**src/rtl/mtb_pkg.sv**
```systemverilog
// mtb_pkg: shared definitions for the multi-stream tap buffer.
//   - mtb_state_e : control FSM states
//   - clog2_min1  : ceil(log2(value)), at least 1, for sizing index fields
//   - DEF_*       : default parameter values of the block
package mtb_pkg;

    typedef enum logic [1:0] {
        S_IDLE = 2'd0,
        S_IN   = 2'd1,
        S_OUT  = 2'd2
    } mtb_state_e;

    localparam int             DEF_DWIDTH         = 16;
    localparam int             DEF_NR_STREAMS     = 16;
    localparam int             DEF_NR_STREAMS_LOG = 4;
    localparam int             DEF_NR_TAPS        = 4;
    localparam int             DEF_L              = 3;
    localparam int             DEF_L_LOG          = 2;
    localparam logic [2:0]     DEF_SHIFT_LUT      = 3'b011;

    // Width needed to index 'value' entries; never less than one bit.
    function automatic int clog2_min1(input int value);
        int width;
        width = 1;
        while ((32'sd1 <<< width) < value) begin
            width = width + 1;
        end
        return width;
    endfunction

endpackage

```
**src/rtl/multistream_tap_buffer_if.sv**
```systemverilog
// multistream_tap_buffer_if: handshake bundle of the tap buffer.
//   Input side : req_in (buffer ready), ack_in / data_in (producer).
//   Output side: req_out / data_out / stream_out / phase_out (buffer),
//                ack_out (consumer).
//   modport slave  : the tap buffer's view.
//   modport master : the surrounding producer/consumer view.
interface multistream_tap_buffer_if
    import mtb_pkg::*;
#(
    parameter int DWIDTH         = DEF_DWIDTH,
    parameter int NR_TAPS        = DEF_NR_TAPS,
    parameter int NR_STREAMS_LOG = DEF_NR_STREAMS_LOG,
    parameter int L_LOG          = DEF_L_LOG
);

    logic                          req_in;
    logic                          ack_in;
    logic [0:DWIDTH-1]             data_in;
    logic                          req_out;
    logic                          ack_out;
    logic [0:NR_TAPS*DWIDTH-1]     data_out;
    logic [NR_STREAMS_LOG-1:0]     stream_out;
    logic [L_LOG-1:0]              phase_out;

    modport slave (
        output req_in,
        input  ack_in,
        input  data_in,
        output req_out,
        input  ack_out,
        output data_out,
        output stream_out,
        output phase_out
    );

    modport master (
        input  req_in,
        output ack_in,
        output data_in,
        input  req_out,
        output ack_out,
        input  data_out,
        input  stream_out,
        input  phase_out
    );

endinterface

```
**src/rtl/mtb_round_seq.sv**
```systemverilog
// mtb_round_seq: stream pointer / round index sequencer.
//   clk, rst : clock, synchronous active-high reset
//   advance  : one window has left the block; step to the next stream
//   sp       : current stream (wraps at NR_STREAMS-1, not by overflow)
//   ri       : current round (wraps at L-1 when sp wraps)
//   shift    : SHIFT_LUT[ri]; 1 = this round consumes input samples
module mtb_round_seq
    import mtb_pkg::*;
#(
    parameter int             NR_STREAMS     = DEF_NR_STREAMS,
    parameter int             NR_STREAMS_LOG = DEF_NR_STREAMS_LOG,
    parameter int             L              = DEF_L,
    parameter int             L_LOG          = DEF_L_LOG,
    parameter logic [L-1:0]   SHIFT_LUT      = DEF_SHIFT_LUT
) (
    input  logic                        clk,
    input  logic                        rst,
    input  logic                        advance,
    output logic [NR_STREAMS_LOG-1:0]   sp,
    output logic [L_LOG-1:0]            ri,
    output logic                        shift
);

    localparam logic [NR_STREAMS_LOG-1:0] SP_ONE  = NR_STREAMS_LOG'(32'd1);
    localparam logic [NR_STREAMS_LOG-1:0] SP_LAST = NR_STREAMS_LOG'(NR_STREAMS - 1);
    localparam logic [L_LOG-1:0]          RI_ONE  = L_LOG'(32'd1);
    localparam logic [L_LOG-1:0]          RI_LAST = L_LOG'(L - 1);

    logic [NR_STREAMS_LOG-1:0] sp_r;
    logic [L_LOG-1:0]          ri_r;

    // Stream pointer and round index; the round only steps when the stream pointer wraps.
    always_ff @(posedge clk) begin
        if (rst) begin
            sp_r <= {NR_STREAMS_LOG{1'b0}};
            ri_r <= {L_LOG{1'b0}};
        end else if (advance) begin
            if (sp_r == SP_LAST) begin
                sp_r <= {NR_STREAMS_LOG{1'b0}};
                if (ri_r == RI_LAST) begin
                    ri_r <= {L_LOG{1'b0}};
                end else begin
                    ri_r <= ri_r + RI_ONE;
                end
            end else begin
                sp_r <= sp_r + SP_ONE;
            end
        end
    end

    assign sp    = sp_r;
    assign ri    = ri_r;
    assign shift = SHIFT_LUT[ri_r];

endmodule

```
**src/rtl/multistream_tap_buffer.sv**
```systemverilog
// multistream_tap_buffer: per-stream NR_TAPS-deep delay lines over a
// time-interleaved input, emitting each stream's tap window on req/ack.
//   clk, rst  : clock, synchronous active-high reset
//   enable    : run permission; dropping it lets a pending transfer finish
//   bus       : multistream_tap_buffer_if.slave (input and output handshakes)
//   proto_err : only with MTB_PROTOCOL_CHECK_EN; sticky producer misuse flag
// Optional feature macro: MTB_PROTOCOL_CHECK_EN.
module multistream_tap_buffer
    import mtb_pkg::*;
#(
    parameter int             DWIDTH         = DEF_DWIDTH,
    parameter int             NR_STREAMS     = DEF_NR_STREAMS,
    parameter int             NR_STREAMS_LOG = DEF_NR_STREAMS_LOG,
    parameter int             NR_TAPS        = DEF_NR_TAPS,
    parameter int             L              = DEF_L,
    parameter int             L_LOG          = DEF_L_LOG,
    parameter logic [L-1:0]   SHIFT_LUT      = DEF_SHIFT_LUT
) (
    input  logic                      clk,
    input  logic                      rst,
    input  logic                      enable,
    multistream_tap_buffer_if.slave   bus
`ifdef MTB_PROTOCOL_CHECK_EN
    ,
    output logic                      proto_err
`endif
);

    mtb_state_e                 state_r;
    mtb_state_e                 state_next_s;
    logic [NR_STREAMS_LOG-1:0]  sp_s;
    logic [L_LOG-1:0]           ri_s;
    logic                       shift_s;
    logic                       req_in_s;
    logic                       req_out_s;
    logic                       in_xfer_s;
    logic                       load_s;
    logic                       out_xfer_s;
    logic [0:NR_TAPS*DWIDTH-1]  win_s;
    logic [0:NR_TAPS*DWIDTH-1]  data_out_r;
    logic [NR_STREAMS_LOG-1:0]  stream_r;
    logic [L_LOG-1:0]           phase_r;
    logic [0:DWIDTH-1]          taps_r [NR_STREAMS][NR_TAPS];

    mtb_round_seq #(
        .NR_STREAMS     (NR_STREAMS),
        .NR_STREAMS_LOG (NR_STREAMS_LOG),
        .L              (L),
        .L_LOG          (L_LOG),
        .SHIFT_LUT      (SHIFT_LUT)
    ) u_round_seq (
        .clk     (clk),
        .rst     (rst),
        .advance (out_xfer_s),
        .sp      (sp_s),
        .ri      (ri_s),
        .shift   (shift_s)
    );

    // A hold round loads its window without waiting for the producer.
    assign in_xfer_s  = (state_r == S_IN) && shift_s && bus.ack_in;
    assign load_s     = in_xfer_s || ((state_r == S_IN) && !shift_s);
    assign out_xfer_s = (state_r == S_OUT) && bus.ack_out;

    // FSM state register.
    always_ff @(posedge clk) begin
        if (rst) begin
            state_r <= S_IDLE;
        end else begin
            state_r <= state_next_s;
        end
    end

    // FSM next state; enable only gates leaving S_IDLE and re-entering S_IN.
    always_comb begin
        state_next_s = state_r;
        case (state_r)
            S_IDLE: begin
                if (enable) begin
                    state_next_s = S_IN;
                end else begin
                    state_next_s = S_IDLE;
                end
            end
            S_IN: begin
                if (load_s) begin
                    state_next_s = S_OUT;
                end else begin
                    state_next_s = S_IN;
                end
            end
            S_OUT: begin
                if (bus.ack_out) begin
                    state_next_s = enable ? S_IN : S_IDLE;
                end else begin
                    state_next_s = S_OUT;
                end
            end
            default: state_next_s = S_IDLE;
        endcase
    end

    // FSM outputs: the two requests are decoded from disjoint states.
    always_comb begin
        req_in_s  = 1'b0;
        req_out_s = 1'b0;
        case (state_r)
            S_IN:    req_in_s  = shift_s;
            S_OUT:   req_out_s = 1'b1;
            default: begin
                req_in_s  = 1'b0;
                req_out_s = 1'b0;
            end
        endcase
    end

    // Window of the current stream: shifted by data_in in a shift round, as held otherwise.
    always_comb begin
        win_s = {(NR_TAPS*DWIDTH){1'b0}};
        win_s[0 +: DWIDTH] = shift_s ? bus.data_in : taps_r[sp_s][0];
        for (int k = 1; k < NR_TAPS; k++) begin
            win_s[k*DWIDTH +: DWIDTH] = shift_s ? taps_r[sp_s][k-1] : taps_r[sp_s][k];
        end
    end

    // Delay lines; only the addressed stream moves, and only on an input transfer.
    always_ff @(posedge clk) begin
        if (rst) begin
            for (int s = 0; s < NR_STREAMS; s++) begin
                for (int k = 0; k < NR_TAPS; k++) begin
                    taps_r[s][k] <= {DWIDTH{1'b0}};
                end
            end
        end else if (in_xfer_s) begin
            for (int k = 0; k < NR_TAPS; k++) begin
                taps_r[sp_s][k] <= win_s[k*DWIDTH +: DWIDTH];
            end
        end
    end

    // Output window registers, held for the whole S_OUT stay.
    always_ff @(posedge clk) begin
        if (rst) begin
            data_out_r <= {(NR_TAPS*DWIDTH){1'b0}};
            stream_r   <= {NR_STREAMS_LOG{1'b0}};
            phase_r    <= {L_LOG{1'b0}};
        end else if (load_s) begin
            data_out_r <= win_s;
            stream_r   <= sp_s;
            phase_r    <= ri_s;
        end
    end

    assign bus.req_in     = req_in_s;
    assign bus.req_out    = req_out_s;
    assign bus.data_out   = data_out_r;
    assign bus.stream_out = stream_r;
    assign bus.phase_out  = phase_r;

`ifdef MTB_PROTOCOL_CHECK_EN
    logic              proto_err_r;
    logic              wait_in_r;
    logic [0:DWIDTH-1] data_in_q_r;
    logic              stray_ack_s;
    logic              unstable_s;

    // While a request waits, ack_in is low by definition (high would be the
    // transfer itself), so only data_in is watched for stability.
    assign stray_ack_s = bus.ack_in && !req_in_s &&
                         (((state_r == S_IN) && !shift_s) || (state_r == S_OUT));
    assign unstable_s  = wait_in_r && req_in_s && (bus.data_in != data_in_q_r);

    // Sticky misuse flag plus the previous-cycle snapshot it compares against.
    always_ff @(posedge clk) begin
        if (rst) begin
            proto_err_r <= 1'b0;
            wait_in_r   <= 1'b0;
            data_in_q_r <= {DWIDTH{1'b0}};
        end else begin
            wait_in_r   <= req_in_s && !bus.ack_in;
            data_in_q_r <= bus.data_in;
            if (stray_ack_s || unstable_s) begin
                proto_err_r <= 1'b1;
            end
        end
    end

    assign proto_err = proto_err_r;
`endif

endmodule

```
**src/flat_wrapper.sv**
```systemverilog
// flat-port wrapper written by rule: the top's interface ports become plain ports
module multistream_tap_buffer_flat import mtb_pkg::*;
#(
    parameter int             DWIDTH         = DEF_DWIDTH,
    parameter int             NR_STREAMS     = DEF_NR_STREAMS,
    parameter int             NR_STREAMS_LOG = DEF_NR_STREAMS_LOG,
    parameter int             NR_TAPS        = DEF_NR_TAPS,
    parameter int             L              = DEF_L,
    parameter int             L_LOG          = DEF_L_LOG,
    parameter logic [L-1:0]   SHIFT_LUT      = DEF_SHIFT_LUT
)
  (clk, rst, enable, bus_req_in, bus_ack_in, bus_data_in, bus_req_out, bus_ack_out, bus_data_out, bus_stream_out, bus_phase_out);
  multistream_tap_buffer_if #(.DWIDTH(DWIDTH), .NR_TAPS(NR_TAPS), .NR_STREAMS_LOG(NR_STREAMS_LOG), .L_LOG(L_LOG)) bus_i ();
  input  logic clk;
  input  logic rst;
  input  logic enable;
  output wire logic [$bits(bus_i.req_in)-1:0] bus_req_in;
  input wire logic [$bits(bus_i.ack_in)-1:0] bus_ack_in;
  input wire logic [$bits(bus_i.data_in)-1:0] bus_data_in;
  output wire logic [$bits(bus_i.req_out)-1:0] bus_req_out;
  input wire logic [$bits(bus_i.ack_out)-1:0] bus_ack_out;
  output wire logic [$bits(bus_i.data_out)-1:0] bus_data_out;
  output wire logic [$bits(bus_i.stream_out)-1:0] bus_stream_out;
  output wire logic [$bits(bus_i.phase_out)-1:0] bus_phase_out;
  assign bus_req_in = bus_i.req_in;
  assign bus_i.ack_in = bus_ack_in;
  assign bus_i.data_in = bus_data_in;
  assign bus_req_out = bus_i.req_out;
  assign bus_i.ack_out = bus_ack_out;
  assign bus_data_out = bus_i.data_out;
  assign bus_stream_out = bus_i.stream_out;
  assign bus_phase_out = bus_i.phase_out;
  multistream_tap_buffer #(.DWIDTH(DWIDTH), .NR_STREAMS(NR_STREAMS), .NR_STREAMS_LOG(NR_STREAMS_LOG), .NR_TAPS(NR_TAPS), .L(L), .L_LOG(L_LOG), .SHIFT_LUT(SHIFT_LUT)) u_core (.clk(clk), .rst(rst), .enable(enable), .bus(bus_i));
endmodule
```
**config.mk**
```make
export PLATFORM = sky130hd
export DESIGN_NAME = multistream_tap_buffer_flat
export DESIGN_NICKNAME = d
export VERILOG_FILES = /design/src/rtl/mtb_pkg.sv /design/src/rtl/multistream_tap_buffer_if.sv /design/src/rtl/mtb_round_seq.sv /design/src/rtl/multistream_tap_buffer.sv /design/src/flat_wrapper.sv
export SDC_FILE = /design/constraint.sdc
export NUM_CORES = 1
export LEC_CHECK = 0
export ABC_AREA = 1
export CORE_AREA = 3 3 391 277
export DETAILED_ROUTE_END_ITERATION = 8
export DIE_AREA = 0 0 394 280
export GPL_ROUTABILITY_DRIVEN = 0
export HOLD_SLACK_MARGIN = 0.03
export MAX_ROUTING_LAYER = met4
export PLACE_DENSITY = 0.77
export SLEW_MARGIN = 10
export SYNTH_ARGS = -nofsm -noshare
export SYNTH_HDL_FRONTEND = slang
export SYNTH_SLANG_ARGS = --single-unit
export TNS_END_PERCENT = 50
```
**constraint.sdc**
```tcl
create_clock -name clk -period 4.5 [get_ports clk]
set_input_delay 0.9 -clock clk [delete_from_list [all_inputs] [get_ports clk]]
set_output_delay 0.9 -clock clk [all_outputs]
set_load 0.05 [all_outputs]
```
==> reports/summary.txt <==
main flop type after synthesis: edfxtp_1
Iter 0 DRT Violations: 6031
Synth area leaders: edfxtp_1, nand2_1, nand3_1
Final ANT Viol Nets: 0
Final min period: 3510 ps
Fin. Hold Viols: 0
footprint of the multi-input gates: 15300 sq um
Starting Density: 50.2%
clock buffer depth: 3
Worst VDD drop: 295 uV
full die area: 110000 sq um
clk_lat worst skew: 720 ps
Final period util: 78.0%
Rel. slew slack: 20.4%
vias in the first global route: 37500
Layout area overhead: 8.32%
post-DR wirelength/cell: 20.8 microns
Leakage: 0.0228 uW
warnings from Yosys: 0
final WL: 146000 microns
Tot GR Track Use: 26.9%
via count: 39336
IO Pins: 93
final setup skew: 33.5 ps
PwrDens: 392 nW/um^2
Buffers on Ports: 92
Crit Path Max Fanout: 263
CTS buffer count: 99
Worst R2R Path Depth: 9
Hold Startpoint: u_core.bus.phase_out[1]$_SDFFE_PP0P_
Tightest Hold Check Type: reg -> reg
Async SR Flop Fraction: 0%
Slew Viols, Final: 0
Sink Count: 1106
post-synthesis instance area: 52400 sq um
core area: 104000 sq um
Synth area leader: edfxtp_1
# diodes: 0
count leader, synth: nand2_1
FF+latch area: 32400 sq um
number of enable flip-flop cells after synthesis: 1024
CTS tree: built
Startpoint Class: flip-flop
Avg Cell Area, Syn: 9.23 sq um
flop2flop setup slack: 990 ps
Worst Tran Pin Value: 1190 ps
Mapped Cells: 5677
Setup Buffers After CTS: 0
Final setup viols: 0
register bit count reported by yosys: 1106
Yosys top cell area share: 58.7%
via/cell ratio: 5.60
GRT overflow: 0
status: complete, no violations
crit end category: flip-flop
fill count: 8943
Core Util, Final: 54.3%
sequential area share after synthesis: 61.8%
share of cells above drive strength 1: 8.43%
row cnt: 99
Max Cap Violations: 0
Detailed Place HPWL: 79400 microns
FMAX: 0.285 GHz
Setup Crit Path Kind: reg -> reg
H-tree lvl count: 3
Critical Path RT: 4880 ps
clk slew on worst S/H paths: 60 ps
setup tns final: 0 ps
Die W: 394 microns
Synthesized Nets: 5702
clk root buf: clkbuf_16
Final nets: 5549
CTS resizes: 0
RR Endpoint: u_core.taps_r[15][17]$_SDFFCE_PN0P_
RSZ-0062 raised after global routing: no
# hold bufs at CTS: 0
post-synth cell types: 27
initial antenna violation count: 0
maximum number of pins on one net before global-route repair: 264
DRC: 0
DR pass1 iterations: 7
global-route wire length before repair: 222000 microns
commonest cells in the netlist: nand2_1, edfxtp_1, nor2_1
Worst EP arrival: 3890 ps
end of the critical path: u_core.taps_r[15][17]$_SDFFCE_PN0P_
Die H: 280 microns
[flip-flops by register name (all words and copies together) (netlist names), named ones only]
name and cells:
u_core.bus.phase_out 2, u_core.u_round_seq.sp 4, u_core.u_round_seq.ri 2, u_core.bus.stream_out 4, u_core.taps_r 1024, u_core.bus.data_out 64
u_core.state_r 2
[critical path: stages (launching register included)]
cell and delay (ps):
dfxtp_4 490, inv_16 640, buf_4 530, nand2_1 110
nand3_1 90, nand3_1 150, nand3_1 160, nand3_1 130
nand2_2 460, nor2_1 140
[through the flow]
step	setup WS [ps]	hold slack, ps	instances	total power [uW]	cell area, sq um
after floorplan	657	490	5677	13100	52400
after global placement	612	464	6837	13600	53400
after detailed placement	696	465	6837	13700	53400
after CTS	1140	475	7022	22200	56700
after global routing	896	513	7022	22800	56700
final	992	468	7022	22200	56700
[cell type report]
cell class | count | area share, %
flip-flops and latches | 1106 | 57.1
multi-input cells | 3595 | 27.0
clock buffers | 131 | 4.98
inverters | 552 | 3.76
repair buffers | 170 | 3.18
well taps | 1414 | 3.12
clock inverters | 54 | 0.827
[report_power, final]
| group | internal, uW | total (uW) | leakage (uW) | switching (uW) |
|---|---|---|---|---|
| sequential | 11600 | 11700 | 0.0112 | 121 |
| combinational | 413 | 1800 | 0.00991 | 1390 |
| clock | 4830 | 8730 | 0.00163 | 3900 |
[cell families after synthesis]
logic type	share of synthesized area [%]
buffers and inverters	9.15
AND/OR/NAND/NOR	27.3
adder cells (fa/ha/maj)	0.0956
flip-flops	61.8
AO/OA/AOI/OAI	1.60
[layer usage]
layer / up-vias / track usage (%) / share of wire [%]
li1: 17878 / - / -
met1: 18464 / 37.2 / 39
met2: 2644 / 38.8 / 43
met3: 350 / 7.03 / 15
met4: 0 / 9.21 / 3.5
met5: - / - / 0
[layout by cell type, fill, tap and decap left out, types with 30 or more instances in the layout]
cell,n
a21oi_1,75
buf_4,54
clkbuf_16,105
clkdlybuf4s50_1,92
clkinv_2,30
dfxtp_1,77
edfxtp_1,1024
inv_1,530
nand2_1,1489
nand2_2,64
nand3_1,754
nor2_1,965
nor2_2,119
o21ai_0,86
[worst min path at each step]
stage | end | cells after the start
2_1_floorplan | u_core.bus.phase_out[0]$_SDFFE_PP0P_ | 2
3_3_place_gp | u_core.bus.phase_out[1]$_SDFFE_PP0P_ | 2
3_5_place_dp | u_core.bus.phase_out[1]$_SDFFE_PP0P_ | 2
4_1_cts | u_core.bus.phase_out[1]$_SDFFE_PP0P_ | 2
5_1_grt | u_core.bus.phase_out[1]$_SDFFE_PP0P_ | 2
6_report | u_core.bus.phase_out[1]$_SDFFE_PP0P_ | 2
Note: power is estimated with default switching activity, not from simulation.
